<file path="src/rtl/enc_pkg.sv">
// rtl/enc_pkg.sv - shared constants for the 16-to-4 request encoder
package enc_pkg;
  localparam int N  = 16;
  localparam int IW = 4;

  localparam logic          REQ_IDLE = 1'b1;
  localparam logic [N-1:0]  PEND_RST = 16'h0000;
  localparam logic [IW-1:0] PTR_RST  = 4'd15;
endpackage

</file>
<file path="src/rtl/prio_enc16.sv">
// rtl/prio_enc16.sv - combinational 16-way priority encoder with rotating start point
// Searches upward from start+1 with wrap; start=15 gives plain lowest-index-first.
module prio_enc16
  import enc_pkg::*;
(
  input  logic [N-1:0]  pend,
  input  logic [IW-1:0] start,
  output logic [IW-1:0] index,
  output logic          found
);

  logic [IW-1:0] pos;

  always_comb begin
    index = '0;
    found = 1'b0;
    pos   = '0;
    for (int j = 0; j < N; j++) begin
      pos = start + IW'(j + 1);
      if (!found && pend[pos]) begin
        index = pos;
        found = 1'b1;
      end
    end
  end

endmodule

</file>
<file path="src/rtl/enc16to4_queue.sv">
// rtl/enc16to4_queue.sv - captures active-low request lines and serves them as 4-bit indices
// Optional rotating priority when ENC16_ROUND_ROBIN_EN is defined.
module enc16to4_queue
  import enc_pkg::*;
(
  input  logic          clk,
  input  logic          reset,
  input  logic          En,
  input  logic [0:N-1]  F,
  output logic [IW-1:0] W,
  output logic          valid,
  input  logic          ready,
  output logic          pending
);

  logic [N-1:0]  pend;
  logic [N-1:0]  req;
  logic [N-1:0]  clr;
  logic [N-1:0]  pend_nxt;
  logic [IW-1:0] sel;
  logic [IW-1:0] start;
  logic          found;
  logic          load;

  prio_enc16 u_prio (
    .pend  (pend),
    .start (start),
    .index (sel),
    .found (found)
  );

  assign load = found && (!valid || ready);

  // A line captured in the same cycle its bit is served stays pending.
  always_comb begin
    req = '0;
    clr = '0;
    for (int i = 0; i < N; i++) begin
      req[i] = En && (F[i] != REQ_IDLE);
    end
    if (load) begin
      clr[sel] = 1'b1;
    end
    pend_nxt = (pend & ~clr) | req;
  end

`ifdef ENC16_ROUND_ROBIN_EN
  logic [IW-1:0] ptr;

  always_ff @(posedge clk) begin
    if (reset) begin
      ptr <= PTR_RST;
    end else if (load) begin
      ptr <= sel;
    end
  end

  assign start = ptr;
`else
  assign start = PTR_RST;
`endif

  always_ff @(posedge clk) begin
    if (reset) begin
      pend    <= PEND_RST;
      W       <= '0;
      valid   <= 1'b0;
      pending <= 1'b0;
    end else begin
      pend    <= pend_nxt;
      pending <= |pend_nxt;
      if (load) begin
        W     <= sel;
        valid <= 1'b1;
      end else if (valid && ready) begin
        valid <= 1'b0;
      end
    end
  end

endmodule

</file>
<file path="config.mk">
export PLATFORM = sky130hd
export DESIGN_NAME = enc16to4_queue
export DESIGN_NICKNAME = d
export VERILOG_FILES = /design/src/rtl/enc_pkg.sv /design/src/rtl/prio_enc16.sv /design/src/rtl/enc16to4_queue.sv
export SDC_FILE = /design/constraint.sdc
export NUM_CORES = 1
export LEC_CHECK = 0
export ABC_AREA = 1
export BUFFER_PORTS_ARGS = -buffer_cell sky130_fd_sc_hd__buf_2
export CORE_ASPECT_RATIO = 0.75
export CORE_MARGIN = 1.5
export CORE_UTILIZATION = 50
export CTS_BUF_LIST = sky130_fd_sc_hd__clkbuf_4 sky130_fd_sc_hd__clkbuf_8
export CTS_CLUSTER_DIAMETER = 50
export DETAILED_ROUTE_END_ITERATION = 8
export PLACE_DENSITY = 0.69
export SYNTH_ARGS = -nofsm -noshare
export SYNTH_HDL_FRONTEND = slang
export SYNTH_HIERARCHICAL = 1
export SYNTH_SLANG_ARGS = --single-unit
</file>
<file path="constraint.sdc">
create_clock -name clk -period 3.68 [get_ports clk]
set_clock_uncertainty 0.1 [all_clocks]
set_input_delay 0.368 -clock clk [delete_from_list [all_inputs] [get_ports clk]]
set_output_delay 0.368 -clock clk [all_outputs]
set_load 0.02 [all_outputs]
</file>
# Yosys cells after proc, flatten, opt, wreduce, memory -nomap -nowiden

Cells that the tools add are included.

Register bits: 22
Bits of input ports: 20
Word-level logic and storage cells: 114

$lt $le $gt $ge: 2
Multiplexer cells: 36
Bitwise gates (word level): 19
Reduce and logical (&&, ||, !) cells: 53

Operators with widths:

| operator           | count |
|---|---|
| $logic_and 1x1->1  | 34 |
| $mux 4             | 8 |
| $mux 1             | 20 |
| $and 16x16->16     | 1 |
| $logic_not 1->1    | 16 |
| $mux 16            | 1 |
| $not 1->1          | 16 |
| $not 16->16        | 1 |
| $or 16x16->16      | 1 |
| $reduce_or 16->1   | 1 |
| $mux 3             | 4 |
| $lt 4x5->1 const B | 1 |
| $demux 1 s4        | 1 |
| $ge 4x1->1 const B | 1 |
| $mux 2             | 2 |
| $reduce_bool 2->1  | 1 |
| $logic_or 1x1->1   | 1 |

# Logic depth before layout (Yosys ltp)

Gate-level depths: netlist (run 1).

Depth in word-level cells: 55
Mapped depth: 31

# By module

Netlist (run 1), hierarchy kept.

By module, submodules not included:

| module         | times used | cells an instance | area an instance (µm²) | seq. area each (µm²) |
|---|---|---|---|---|
| prio_enc16     | 1          | 345               | 1,811.7                | 0.0 |
| enc16to4_queue | 1          | 176               | 1,097.3                | 440.4 |

# Least setup slack after synthesis (run 1)

No wires, ideal clock.

Path kind: register to register
From: reg pend[0]
To: reg pending
Arrival: 2.797 ns
Data required time: 3.448 ns
Setup slack: 0.650 ns
Cell stages (with the launch flop): 25
Buffers on the path: 0
Period minus slack after synthesis: 3.030 ns
Cell sequence: dfxtp_1 -> nand2_1 -> nand3_1 -> nand3_2 -> nand2_1 -> nand2_2 -> nand2_2 -> nor2_8 -> nand4_4 -> nor2_4 -> nand4_4 -> nor3_4 -> nand3_2 -> nor3_1 -> nand2_1 -> nand3_1 -> inv_1 -> nor2_1 -> nand2_1 -> o21ai_0 -> nand2_1 -> nor2_1 -> nand2_1 -> nor2_1 -> a21oi_1

Longest elaborated chain between the ends: 55
Elaborated cells on any way between the ends: 72
Classes of those cells: 2 x order compare; 34 x mux; 3 x bitwise; 33 x reduce/logical

RTL lines:

| item                                    | line                 | RTL |
|---|---|---|
| from (decl)                             | enc16to4_queue.sv:16 | `logic [N-1:0] pend;` |
| from (signal assigned)                  | enc16to4_queue.sv:70 | `pend <= pend_nxt;` |
| $mux 1 (*)                              | prio_enc16.sv:20     | `if (!found && pend[pos]) begin` |
| $logic_not 1->1                         | prio_enc16.sv:20     |  |
| $logic_and 1x1->1                       | prio_enc16.sv:20     |  |
| $mux 1 (*)                              | prio_enc16.sv:20     |  |
| $logic_not 1->1                         | prio_enc16.sv:20     |  |
| $logic_and 1x1->1                       | prio_enc16.sv:20     |  |
| $mux 1 (*)                              | prio_enc16.sv:20     |  |
| $logic_not 1->1                         | prio_enc16.sv:20     |  |
| [... 38 more ...]                       | --                   |  |
| via sel[2]                              | enc16to4_queue.sv:20 | `logic [IW-1:0] sel;` |
| [... 1 more ...]                        | --                   |  |
| $logic_and 1x1->1 (implied by the code) | enc16to4_queue.sv:42 | `clr[sel] = 1'b1;` |
| $mux 1 (implied by the code)            | enc16to4_queue.sv:42 |  |
| $demux 1 s4 (*)                         | enc16to4_queue.sv:42 |  |
| $mux 16 (*)                             | enc16to4_queue.sv:41 | `if (load) begin` |
| $not 16->16 (*)                         | enc16to4_queue.sv:44 | `pend_nxt = (pend & ~clr) \| req;` |
| $and 16x16->16 (*)                      | enc16to4_queue.sv:44 |  |
| $or 16x16->16 (*)                       | enc16to4_queue.sv:44 |  |
| $reduce_or 16->1 (*)                    | enc16to4_queue.sv:71 | `pending <= \|pend_nxt;` |
| to (signal assigned)                    | enc16to4_queue.sv:71 |  |
| to (decl)                               | enc16to4_queue.sv:13 | `output logic pending` |

The timed path passes the listed nets; every way through them passes the cells marked *.
A chain may end at the register's enable or synchronous reset.

# Worst setup path after layout (run 1)

From: reg pend[1]
To: reg pending

Longest elaborated chain between the ends: 53
Elaborated cells on any way between the ends: 70
Classes of those cells: 2 x order compare; 33 x mux; 3 x bitwise; 32 x reduce/logical

RTL lines:

| item                                    | line |
|---|---|
| $logic_and 1x1->1 (*)                   | prio_enc16.sv:20 |
| $mux 1 (*)                              | prio_enc16.sv:20 |
| $logic_not 1->1                         | prio_enc16.sv:20 |
| $logic_and 1x1->1                       | prio_enc16.sv:20 |
| $mux 1 (*)                              | prio_enc16.sv:20 |
| $logic_not 1->1                         | prio_enc16.sv:20 |
| $logic_and 1x1->1                       | prio_enc16.sv:20 |
| $mux 1 (*)                              | prio_enc16.sv:20 |
| [... 36 more ...]                       | -- |
| via sel[3]                              | enc16to4_queue.sv:20 |
| [... 1 more ...]                        | -- |
| $logic_and 1x1->1 (implied by the code) | enc16to4_queue.sv:42 |
| $mux 1 (implied by the code)            | enc16to4_queue.sv:42 |
| $demux 1 s4 (*)                         | enc16to4_queue.sv:42 |
| $mux 16 (*)                             | enc16to4_queue.sv:41 |
| $not 16->16 (*)                         | enc16to4_queue.sv:44 |
| $and 16x16->16 (*)                      | enc16to4_queue.sv:44 |
| $or 16x16->16 (*)                       | enc16to4_queue.sv:44 |
| $reduce_or 16->1 (*)                    | enc16to4_queue.sv:71 |

Marks and branches as above.

==> results of run 1 <==
## timing repair
action | 4_1_cts | 5_1_grt
hold buffers | 0 | 0
resized for setup | 0 | 29
buffers inserted | 0 | 4
endpoints found under the setup margin | 0 | 1
## power by group through the flow
stage / Clock (mW) / Combinational (mW) / Sequential, mW
after CTS: 0.228 / 0.640 / 0.282
after global routing: 0.236 / 0.841 / 0.286
after global placement: 0 / 0.636 / 0.287
after detailed placement: 0 / 0.638 / 0.287
after floorplan: 0 / 0.501 / 0.292
final: 0.227 / 0.764 / 0.283
## per-layer routing
layer  vias up  part of all wire (%)  global-route usage [%]
li1       1775                     -                       -
met2       208                    39                    39.5
met5         -                     0                       0
met3        14                    12                    6.40
met1      1587                    48                    47.5
met4         0                  0.68                    3.47
## flip-flops by register name, indices dropped and copies added (netlist names)
| name | flops |
|---|---|
| W | 4 |
| pend | 16 |
| pending | 1 |
| valid | 1 |
## area by class of cell
type                    instances  area, µm²
multi-input cells             445       2300
fillers                       590       2150
flip-flops and latches         22        440
inverters                      56        215
repair buffers                 34        193
well taps                      75       93.8
clock buffers                   3       41.3
clock inverters                 1       30.0
## cell families (layout without fill, tap and decap cells)
kind of cell | after synthesis | after routing | share of synthesized area [%]
AO/OA/AOI/OAI | 53 | 53 | 10.8
XOR/XNOR | 9 | 9 | 3.74
adder cells (fa/ha/maj) | 8 | 8 | 3.44
buffers and inverters | 71 | 94 | 10.7
flip-flops | 22 | 22 | 15.1
other | 1 | 18 | 0.129
AND/OR/NAND/NOR | 357 | 357 | 56.1
## how the worst min path moves through the flow
stage	start	endpoint	cells past startpoint
floorplan	reset	W[0]$_SDFFE_PP0P_	1
global placement	W[2]$_SDFFE_PP0P_	W[2]$_SDFFE_PP0P_	2
detailed placement	W[3]$_SDFFE_PP0P_	W[3]$_SDFFE_PP0P_	2
CTS	F[14]	pend[14]$_SDFF_PP0_	4
global route	F[9]	pend[9]$_SDFF_PP0_	4
finish	F[9]	pend[9]$_SDFF_PP0_	4
## Yosys cell counts
library cell               number  area, µm²
sky130_fd_sc_hd__a211oi_1       4       30.0
sky130_fd_sc_hd__a21oi_1       26        130
sky130_fd_sc_hd__a21oi_4        1       16.3
sky130_fd_sc_hd__a31o_2         1       8.76
sky130_fd_sc_hd__a31oi_1        3       18.8
sky130_fd_sc_hd__buf_2          7       35.0
sky130_fd_sc_hd__buf_4          2       15.0
sky130_fd_sc_hd__buf_6          3       33.8
sky130_fd_sc_hd__clkbuf_1       3       11.3
sky130_fd_sc_hd__conb_1         1       3.75
sky130_fd_sc_hd__dfxtp_1       22        440
sky130_fd_sc_hd__ha_1           8        100
sky130_fd_sc_hd__inv_1         51        191
sky130_fd_sc_hd__inv_2          4       15.0
sky130_fd_sc_hd__inv_6          1       8.76
sky130_fd_sc_hd__nand2_1      161        604
sky130_fd_sc_hd__nand2_2        5       31.3
sky130_fd_sc_hd__nand3_1       98        490
sky130_fd_sc_hd__nand3_2        3       30.0
sky130_fd_sc_hd__nand4_1       17        106
sky130_fd_sc_hd__nand4_4        2       42.5
sky130_fd_sc_hd__nor2_1        58        218
sky130_fd_sc_hd__nor2_2         4       25.0
sky130_fd_sc_hd__nor2_4         2       22.5
sky130_fd_sc_hd__nor2_8         1       20.0
sky130_fd_sc_hd__nor3_1         4       20.0
sky130_fd_sc_hd__nor3_4         1       16.3
sky130_fd_sc_hd__nor4_1         1       6.26
sky130_fd_sc_hd__o211ai_1       2       15.0
sky130_fd_sc_hd__o21a_1         4       30.0
sky130_fd_sc_hd__o21ai_0        8       40.0
sky130_fd_sc_hd__o21ai_1        3       15.0
sky130_fd_sc_hd__o21ai_2        1       8.76
sky130_fd_sc_hd__xnor2_1        1       8.76
sky130_fd_sc_hd__xnor2_2        1       16.3
sky130_fd_sc_hd__xor2_1         4       35.0
sky130_fd_sc_hd__xor2_2         3       48.8
## worst min-delay path, cell delays in order
cell	delay, ns
sky130_fd_sc_hd__buf_2	0.07
sky130_fd_sc_hd__inv_1	0.03
sky130_fd_sc_hd__nand2_1	0.06
sky130_fd_sc_hd__a21oi_1	0.06
==> metrics.md, run 1 <==
| Metric | Value |
|---|---|
| Routed Wire Length | `9270 µm` |
| Finished Core Util | `60.6%` |
| Achievable clock frequency | `about 300 MHz` |
| Startpoint of the worst setup timing path | `pend[1]$_SDFF_PP0_` |
| Library cell appearing most often on the critical path | `sky130_fd_sc_hd__nand2_1` |
| Avg WL per Cell | `around 15 µm` |
| Boundary Pins | `26` |
| TritonCTS clock tree | `built` |
| Period utilisation layout | `90.9%` |
| Critical Path Start Type | `flip-flop` |
| Biggest cell delay along the critical path | `approximately 0.33 ns` |
| Maximum fanout encountered on the critical timing path | `6` |
| Final standard cell count with taps included and fillers excluded | `636` |
| CTS clk-pin slew, worst paths | `roughly 0.080 ns` |
| Total GRT Usage | `29.4%` |
| Arr. time, crit path | `roughly 3.4 ns` |
| Combinational share of power | `between 60% and 70%` |
| Crit path max-delay cell type | `sky130_fd_sc_hd__dfxtp_1` |
| Sinks on Clock Net | `22` |
| Switching share of power | `49.1%` |
| Unrepaired setup endpoints after global routing | `false` |
| Core footprint | `0.00547 mm²` |
| Register share of total power | `22.2%` |
| Number of cells after detailed placement | `~630` |
| Avg Cell Area, Syn | `5.58 µm²` |
| Path class of the lowest-slack min-delay path | `primary input to flip-flop` |
| Number of warnings printed during yosys synthesis | `6` |
| Total power draw | `1.27 mW` |
| Maximum capacitance violations | `0` |
| Dominant delay contributor by cell family on the critical path | `simple AND/OR/NAND/NOR gates` |
| Total number of vias | `roughly 3600` |
| Worst setup slack before clock tree synthesis | `~0.17 ns` |
| Count of different cell masters after synthesis | `37` |
| Final hold violation count | `0` |
| Maximum clock path buffer count | `2` |
| Leak | `1.68 nW` |
| Setup Total Neg Slack | `0 ns` |
| CP endpoint | `pending$_SDFF_PP0_` |
| CP cell instances | `nand2_1 -> nand3_1 -> nand3_1 -> nand2_1 -> nand2_1 -> nand2_2 -> nor2_8 -> nand4_4 -> nor2_4 -> nand4_4 -> nor3_4 -> nand3_2 -> nor2_1 -> nand2_1 -> nand4_1 -> inv_1 -> nor2_4 -> nand2_1 -> o21ai_0 -> nand2_1 -> nor2_1 -> nand2_1 -> nor2_1 -> a21oi_1` |
| Post-route cell area | `0.00332 mm²` |
| Highest-count cells in the layout ignoring fill and taps | `sky130_fd_sc_hd__nand2_1, sky130_fd_sc_hd__nand3_1, sky130_fd_sc_hd__nor2_1` |
| Number of antenna diodes | `0` |
| Most common cell after layout, fill and taps aside | `sky130_fd_sc_hd__nand2_1` |
| DRC violation count after routing | `0` |
| # port buffers | `25` |
| Internal portion of total power | `about 650 µW` |
| Die width | `91.1 µm` |
| HPWL after detailed placement | `7450 µm` |
| Largest net degree at the start of global routing | `23` |
| Effective utilization at floorplan | `53.2%` |
| First-pass GRT wire length | `roughly 15000 µm` |
| Total standard cell area after synthesis | `0.00291 mm²` |
| Final count of pins violating max slew | `0` |
| PwrDens | `about 380 mW/mm²` |
| Setup slack of the worst register-to-register path | `0.33 ns` |
| Detailed Route Iter0 Violations | `397` |
| Final weighted congestion in routability-driven placement | `between 0.9 and 1` |
| Required @ worst endpoint | `approximately 3.7 ns` |
| Post-Route Hold Slack | `0.266 ns` |
| Sequential fraction of the synthesis area | `~15%` |
| Critical path endpoint category | `flip-flop` |
| Final-report setup violation count | `0` |
| Area added between synthesis and finish | `14.0%` |
| Number of core rows | `23` |
| Maximum VDD drop | `0.168 mV` |
| Fraction of final layout cells sized beyond drive strength 1 | `between 15 and 20%` |
| Number of instances in the synthesized netlist | `between 500 and 600` |
| Via-per-instance ratio | `5.64` |
| Minimum period implied by the final worst setup slack | `3.35 ns` |
| Buf+Inv Stages, Crit Path | `1` |
| Endpoint of the worst register-to-register path | `pending$_SDFF_PP0_` |
| Initial antenna violation count | `0` |
| Final Net Count | `590` |
| Count of cell instances traversed by the critical path | `24` |
| Die area | `0.00629 mm²` |
| Register bit count reported by yosys | `22` |
| Cell count of the worst reg-to-reg path | `24` |
| Status | `complete, no violations` |
| Placement-stage cell area | `0.00313 mm²` |
| Die outline height | `69.1 µm` |
| Clock share of power | `17.8%` |
| First-pass detailed-route iteration total | `5` |
| CTS H-Tree Depth | `1` |
| Total grt overflow | `0` |
| Number of global-route vias before repair | `3025` |
| Detail Route Antenna Nets | `0` |
| Critical setup path kind | `flip-flop to flip-flop` |
| Clock root cell | `sky130_fd_sc_hd__clkbuf_8` |
| Worst r2r src | `pend[1]$_SDFF_PP0_` |
| Post-route setup slack | `between 0.3 and 0.4 ns` |
| Clock Latency Late Sink | `0.27 ns` |
| Power dissipated by switching net loads | `625 µW` |
| Number of buffers created by CTS | `3` |
Power figures use the tool's default switching activity.
==> run 2, diff against run 1 <==
--- a/config.mk
+++ b/config.mk
@@ -7,8 +7,7 @@
 export LEC_CHECK = 0
 export ABC_AREA = 1
 export BUFFER_PORTS_ARGS = -buffer_cell sky130_fd_sc_hd__buf_2
-export CORE_ASPECT_RATIO = 0.75
-export CORE_MARGIN = 1.5
+export CORE_ASPECT_RATIO = 0.6
 export CORE_UTILIZATION = 50
 export CTS_BUF_LIST = sky130_fd_sc_hd__clkbuf_4 sky130_fd_sc_hd__clkbuf_8
 export CTS_CLUSTER_DIAMETER = 50
==> run 2 against run 1 <==
Net effect:
- wire length is 0.79% higher
- highest routed layer unchanged
- critical path type unchanged
- register-to-register slack worse by 0.09 ns
- cell area is 1.7% higher
- critical endpoint unchanged
- flip-flop and latch count stayed put
- utilization is 0.41 points lower
- die area is 2.4% lower
- sequential share of layout area is 0.14 points lower
==> metrics.md, run 2 (same netlist as run 1, synthesis figures left out) <==
| Metric | Value |
|---|---|
| Effective utilization at floorplan | `52.0%` |
| Critical path endpoint category | `flip-flop` |
| Final Net Count | `590` |
| Hold path start | `F[15]` |
| Clock Latency Late Sink | `0.27 ns` |
| Post-Route Hold Slack | `approximately 0.27 ns` |
| Avg WL per Cell | `approximately 15 µm` |
| Required @ worst endpoint | `3.72 ns` |
| Path class of the lowest-slack min-delay path | `primary input to flip-flop` |
| Maximum capacitance violations | `0` |
| Combinational share of power | `64.0%` |
| Fraction of final layout cells sized beyond drive strength 1 | `17.9%` |
| Via-per-instance ratio | `roughly 5.5` |
| Sinks on Clock Net | `22` |
| Final count of pins violating max slew | `0` |
| Biggest cell delay along the critical path | `0.34 ns` |
| Layout fillers | `576` |
| Met3 global-route usage | `9.65%` |
| Area added between synthesis and finish | `15.9%` |
| DRC violation count after routing | `0` |
| First-pass GRT wire length | `14000 µm` |
| Switching share of power | `52.3%` |
| Post-route setup slack | `0.242 ns` |
| Arr. time, crit path | `about 3.5 ns` |
| Number of antenna diodes | `0` |
| Flip-flop and latch area | `~440 µm²` |
| Busiest layer in global routing | `met1` |
| Worst setup slack before clock tree synthesis | `0.0484 ns` |
| Number of global-route vias before repair | `2832` |
| Die width | `around 100 µm` |
| Dominant delay contributor by cell family on the critical path | `simple AND/OR/NAND/NOR gates` |
| Most common cell after layout, fill and taps aside | `sky130_fd_sc_hd__nand2_1` |
| Number of core rows | `21` |
| Register name with the most flops | `pend` |
| Biggest registers after layout | `pend: 16 flops, W: 4 flops` |
| Met1 track utilization from global routing | `49.2%` |
| Total number of vias | `between 3000 and 4000` |
| Period utilisation layout | `93.4%` |
| Number of buffers created by CTS | `3` |
| Final hold violation count | `0` |
| Worst r2r src | `pend[1]$_SDFF_PP0_` |
| Crit path max-delay cell type | `sky130_fd_sc_hd__dfxtp_2` |
| Rel. slew slack | `~65%` |
| PwrDens | `between 300 and 400 mW/mm²` |
| Maximum fanout encountered on the critical timing path | `5` |
| Achievable clock frequency | `approximately 290 MHz` |
| Die area | `between 0.006 and 0.007 mm²` |
| Final weighted congestion in routability-driven placement | `0.994` |
| Clock root cell | `sky130_fd_sc_hd__clkbuf_8` |
| Startpoint of the worst setup timing path | `pend[1]$_SDFF_PP0_` |
| Leak | `1.69 nW` |
| Final-report setup violation count | `0` |
| Clock share of power | `12.7%` |
| Met2 capacity usage during global routing | `~40%` |
| # port buffers | `25` |
| Critical setup path kind | `flip-flop to flip-flop` |
| CP cell instances | `nand2_2 -> nand3_2 -> nand3_2 -> nand2_1 -> nand2_2 -> nand2_4 -> nor2_8 -> nand4_4 -> nor2_4 -> nand4_4 -> nor3_4 -> nand3_4 -> nor2_4 -> nand4_1 -> nand3_4 -> inv_4 -> nor2_4 -> nand2_1 -> o21ai_2 -> nand2_1 -> nor2_1 -> nand2_1 -> nor2_1 -> a21oi_1` |
| Core footprint | `0.00560 mm²` |
| Status | `complete, no violations` |
| Total area of multi-input combinational cells | `0.00236 mm²` |
| Total grt overflow | `0` |
| Highest-count cells in the layout ignoring fill and taps | `sky130_fd_sc_hd__nand2_1, sky130_fd_sc_hd__nand3_1, sky130_fd_sc_hd__nor2_1` |
| Maximum VDD drop | `0.215 mV` |
| Buf+Inv Stages, Crit Path | `1` |
| Die outline height | `61.1 µm` |
| Initial antenna violation count | `0` |
| First-pass detailed-route iteration total | `5` |
| Minimum period implied by the final worst setup slack | `approximately 3.4 ns` |
| Largest net degree at the start of global routing | `23` |
| Register share of total power | `23.3%` |
| Internal portion of total power | `~580 µW` |
| Library cell appearing most often on the critical path | `sky130_fd_sc_hd__nand2_1` |
| Total GRT Usage | `between 30 and 40%` |
| CTS H-Tree Depth | `1` |
| Critical Path Start Type | `flip-flop` |
| HPWL after detailed placement | `roughly 7400 µm` |
| Power dissipated by switching net loads | `637 µW` |
| CTS clk-pin slew, worst paths | `~0.08 ns` |
| Flip-flop count of the largest register after layout | `16` |
| Detailed Route Iter0 Violations | `377` |
| Tightest Pin Transition | `~0.52 ns` |
| Detail Route Antenna Nets | `0` |
| Boundary Pins | `26` |
| Maximum clock path buffer count | `2` |
| TritonCTS clock tree | `built` |
| CTS Hold Buffers Added | `0` |
| Routed Wire Length | `9340 µm` |
==> run 2: cell count changes in the layout (fill, tap and decap cells not counted), moves of 2 or more <==
cell,delta
sky130_fd_sc_hd__dfxtp_1,-2
sky130_fd_sc_hd__dfxtp_2,+2
sky130_fd_sc_hd__nand3_1,-3
sky130_fd_sc_hd__nand2_1,-7
sky130_fd_sc_hd__nand2_2,+6
sky130_fd_sc_hd__o21ai_0,-2
sky130_fd_sc_hd__nand3_4,+2
==> run 2: final cells by class <==
| type | count | area share (%) |
|---|---|---|
| Sequential cell | 22 | 13.1 |
| Multi-Input combinational cell | 445 | 70.1 |
| Clock buffer | 3 | 1.22 |
| Tap cell | 80 | 2.97 |
| Timing Repair Buffer | 34 | 6.09 |
| Inverter | 56 | 6.46 |
==> run 2: worst min-delay path, delay by kind of cell <==
| kind | cells | cell delay (ns) |
|---|---|---|
| AOI/OAI and AO/OA | 1 | 0.06 |
| buffers and inverters | 2 | 0.10 |
| and+or+nand+nor | 1 | 0.06 |
==> run 2: power by group through the flow <==
stage               registers [mW]  clock network (mW)  logic (mW)
CTS                          0.281               0.153       0.632
detailed placement           0.286                   0       0.630
global placement             0.286                   0       0.630
global route                 0.285               0.162       0.856
floorplan                    0.292                   0       0.501
finish                       0.283               0.155       0.780
==> run 2: per-stage QoR <==
stage | util [%] | instance area [µm²] | instances | total power [mW] | setup TNS (ns)
2_1_floorplan | - | 2970 | 538 | 0.793 | 0
3_3_place_gp | 55.7 | 3120 | 630 | 0.916 | 0
3_5_place_dp | 55.7 | 3120 | 630 | 0.916 | 0
4_1_cts | 56.4 | 3160 | 633 | 1.07 | 0
5_1_grt | 60.2 | 3370 | 640 | 1.30 | -0.0640
6_report | 60.2 | 3370 | 640 | 1.22 | 0
==> run 2: path summary, 6_finish.rpt <==
| kind | to | slack, ns | cells after the start |
|---|---|---|---|
| min reg2reg | W[1]$_SDFFE_PP0P_ | 0.39 | 2 |
| min | pend[15]$_SDFF_PP0_ | 0.27 | 4 |
| max reg2reg | pending$_SDFF_PP0_ | 0.24 | 24 |
| max | pending$_SDFF_PP0_ | 0.24 | 24 |
==> run 2: per-layer routing <==
layer  vias up  share of wire (%)  wire length [µm]
met2       179                 36              3320
met4         0               0.47                44
met3        11                 13              1250
met1      1559                 51              4720
met5         -                  0                 0
li1       1769                  -                 -
==> run 2: repair_timing <==
item                                   4_1_cts  5_1_grt
setup buffers                                0        7
endpoints found under the hold margin        0        0
setup endpoints to repair                    0        1
resized for setup                            0       49
==> run 3, diff against run 2 <==
--- a/config.mk
+++ b/config.mk
@@ -8,11 +8,12 @@
 export ABC_AREA = 1
 export BUFFER_PORTS_ARGS = -buffer_cell sky130_fd_sc_hd__buf_2
 export CORE_ASPECT_RATIO = 0.6
-export CORE_UTILIZATION = 50
+export CORE_MARGIN = 3
+export CORE_UTILIZATION = 63
 export CTS_BUF_LIST = sky130_fd_sc_hd__clkbuf_4 sky130_fd_sc_hd__clkbuf_8
 export CTS_CLUSTER_DIAMETER = 50
 export DETAILED_ROUTE_END_ITERATION = 8
-export PLACE_DENSITY = 0.69
+export PLACE_DENSITY = 0.84
 export SYNTH_ARGS = -nofsm -noshare
 export SYNTH_HDL_FRONTEND = slang
 export SYNTH_HIERARCHICAL = 1
==> run 3 against run 2 <==
Net effect:
- sequential share of layout area is 0.062 points higher
- setup slack worse by 0.18 ns
- sequential power hardly changed
- combinational power is 5.9% higher
- utilization is 18 points higher
- critical endpoint unchanged
- largest cell class unchanged
- largest power group unchanged
- highest routed layer unchanged
==> metrics.md, run 3 (same netlist as run 1, synthesis figures left out) <==
| Metric | Value |
|---|---|
| Worst r2r src | `pend[4]$_SDFF_PP0_` |
| Detailed Route Iter0 Violations | `roughly 660` |
| Core footprint | `0.00428 mm²` |
| Total power draw | `1.26 mW` |
| Register name with the most flops | `pend` |
| Cells on Worst Hold Path | `4` |
| Path class of the lowest-slack min-delay path | `primary input to flip-flop` |
| Cell count of the worst reg-to-reg path | `24` |
| Via-per-instance ratio | `6.24` |
| Post-route setup slack | `0.0614 ns` |
| Critical Path Start Type | `flip-flop` |
| Area added between synthesis and finish | `15.7%` |
| Number of global-route vias before repair | `3102` |
| Flip-flop count of the largest register after layout | `16` |
| Terminating pin of the worst hold path | `pend[7]$_SDFF_PP0_` |
| Total number of vias | `3882` |
| Critical path endpoint category | `flip-flop` |
| Total grt overflow | `0` |
| Maximum clock path buffer count | `2` |
| Die width | `93.7 µm` |
| # port buffers | `25` |
| Die area | `0.00550 mm²` |
| Boundary Pins | `26` |
| Number of core rows | `18` |
| Maximum capacitance violations | `0` |
| DRC violation count after routing | `0` |
| Most common cell after layout, fill and taps aside | `sky130_fd_sc_hd__nand2_1` |
| Detail Route Antenna Nets | `0` |
| Avg WL per Cell | `16.7 µm` |
| Final-report setup violation count | `0` |
| Status | `complete, no violations` |
| Critical setup path kind | `flip-flop to flip-flop` |
| Fraction of final layout cells sized beyond drive strength 1 | `17.4%` |
| Final weighted congestion in routability-driven placement | `1.09` |
| First-pass detailed-route iteration total | `8` |
| Endpoint of the worst register-to-register path | `pending$_SDFF_PP0_` |
| Clock Latency Late Sink | `between 0.2 and 0.3 ns` |
| Final Net Count | `around 590` |
| Maximum VDD drop | `0.263 mV` |
| Setup slack of the worst register-to-register path | `0.06 ns` |
| Number of buffers created by CTS | `3` |
| Required @ worst endpoint | `3.71 ns` |
| CTS clk-pin slew, worst paths | `0.08 ns` |
| Hold path start | `F[7]` |
| Initial antenna violation count | `0` |
| Largest net degree at the start of global routing | `23` |
| Layout fillers | `363` |
| Biggest registers after layout | `pend: 16 flops, W: 4 flops` |
| Number of antenna diodes | `0` |
| Routed Wire Length | `10400 µm` |
| PwrDens | `374 mW/mm²` |
| Final hold violation count | `0` |
| Highest-count cells in the layout ignoring fill and taps | `sky130_fd_sc_hd__nand2_1, sky130_fd_sc_hd__nand3_1, sky130_fd_sc_hd__nor2_1` |
| Minimum period implied by the final worst setup slack | `between 3 and 4 ns` |
| CTS H-Tree Depth | `1` |
| Leak | `1.70 nW` |
| Tightest Pin Transition | `between 0.5 and 0.6 ns` |
| Worst setup slack before clock tree synthesis | `0.140 ns` |
| Clock root cell | `sky130_fd_sc_hd__clkbuf_8` |
| Rel. slew slack | `64.5%` |
| Period utilisation layout | `between 90 and 100%` |
| First-pass GRT wire length | `15000 µm` |
| TritonCTS clock tree | `built` |
| Achievable clock frequency | `276 MHz` |
| Total GRT Usage | `35.3%` |
| Die outline height | `58.6 µm` |
| HPWL after detailed placement | `7680 µm` |
| Final count of pins violating max slew | `0` |
| Sinks on Clock Net | `22` |
| Arr. time, crit path | `3.65 ns` |
| Maximum fanout encountered on the critical timing path | `5` |
| Effective utilization at floorplan | `around two thirds` |
| Post-Route Hold Slack | `around 0.28 ns` |
[run 3: repair_timing]
item	CTS	global route
buffers inserted	0	9
hold buffers	0	0
resized for setup	0	50
setup endpoints to repair	0	2
[run 3: worst max-delay path by stage]
stage                       startpoint                  to  slack [ns]  cells past startpoint
detailed placement  pend[0]$_SDFF_PP0_  pending$_SDFF_PP0_        0.14                     24
finish              pend[4]$_SDFF_PP0_  pending$_SDFF_PP0_        0.06                     24
global placement    pend[2]$_SDFF_PP0_  pending$_SDFF_PP0_        0.25                     24
floorplan           pend[0]$_SDFF_PP0_  pending$_SDFF_PP0_        0.65                     24
CTS                 pend[0]$_SDFF_PP0_  pending$_SDFF_PP0_        0.11                     24
global route        pend[0]$_SDFF_PP0_  pending$_SDFF_PP0_       -0.11                     24
[run 3: power by group]
part	switching (mW)	internal (mW)	total, mW
Clock	0.0740	0.0730	0.147
Combinational	0.573	0.253	0.826
Sequential	0.0217	0.262	0.284
[run 3: per-stage QoR]
step / instance area (µm²) / cells / utilization, % / setup TNS, ns
after floorplan: 2970 / 538 / - / 0
after global placement: 3090 / 610 / 72.3 / 0
after detailed placement: 3090 / 610 / 72.3 / 0
after CTS: 3130 / 613 / 73.2 / 0
after global routing: 3360 / 622 / 78.6 / -0.109
final: 3360 / 622 / 78.6 / 0
[run 3: final cells by class]
cell class	instances	area (µm²)	area share [%]
timing repair buffer	36	208	6.17
tap	60	75.1	2.23
clock buffer	3	41.3	1.23
multi-input combinational	445	2380	70.8
sequential	22	444	13.2
inverter	56	215	6.40
[run 3: layer usage]
metal  vias up  global-route usage [%]  share of wire (%)
met4         0                    5.56                2.0
met2       351                    47.8                 39
li1       1783                       -                  -
met3        45                    12.8                 18
met1      1703                    53.7                 41
met5         -                       0                  0
[run 3: worst max-delay path: stages, from the launching register on]
cell and delay [ns]:
sky130_fd_sc_hd__dfxtp_1 0.33, sky130_fd_sc_hd__nand2_1 0.08, sky130_fd_sc_hd__nand3_1 0.10, sky130_fd_sc_hd__nand3_1 0.13
sky130_fd_sc_hd__nand2_1 0.11, sky130_fd_sc_hd__nand2_1 0.12, sky130_fd_sc_hd__nand2_4 0.09, sky130_fd_sc_hd__inv_2 0.07
sky130_fd_sc_hd__nand4_4 0.13, sky130_fd_sc_hd__nor2_4 0.18, sky130_fd_sc_hd__nand4_4 0.13, sky130_fd_sc_hd__nor3_4 0.35
sky130_fd_sc_hd__nand3_4 0.16, sky130_fd_sc_hd__nor2_4 0.14, sky130_fd_sc_hd__nand4_1 0.16, sky130_fd_sc_hd__nand3_4 0.17
sky130_fd_sc_hd__inv_1 0.10, sky130_fd_sc_hd__nor2_2 0.14, sky130_fd_sc_hd__nand2_1 0.07, sky130_fd_sc_hd__o21ai_1 0.16
sky130_fd_sc_hd__nand2_1 0.08, sky130_fd_sc_hd__nor2_1 0.10, sky130_fd_sc_hd__nand2_1 0.05, sky130_fd_sc_hd__nor2_1 0.14
sky130_fd_sc_hd__a21oi_1 0.09
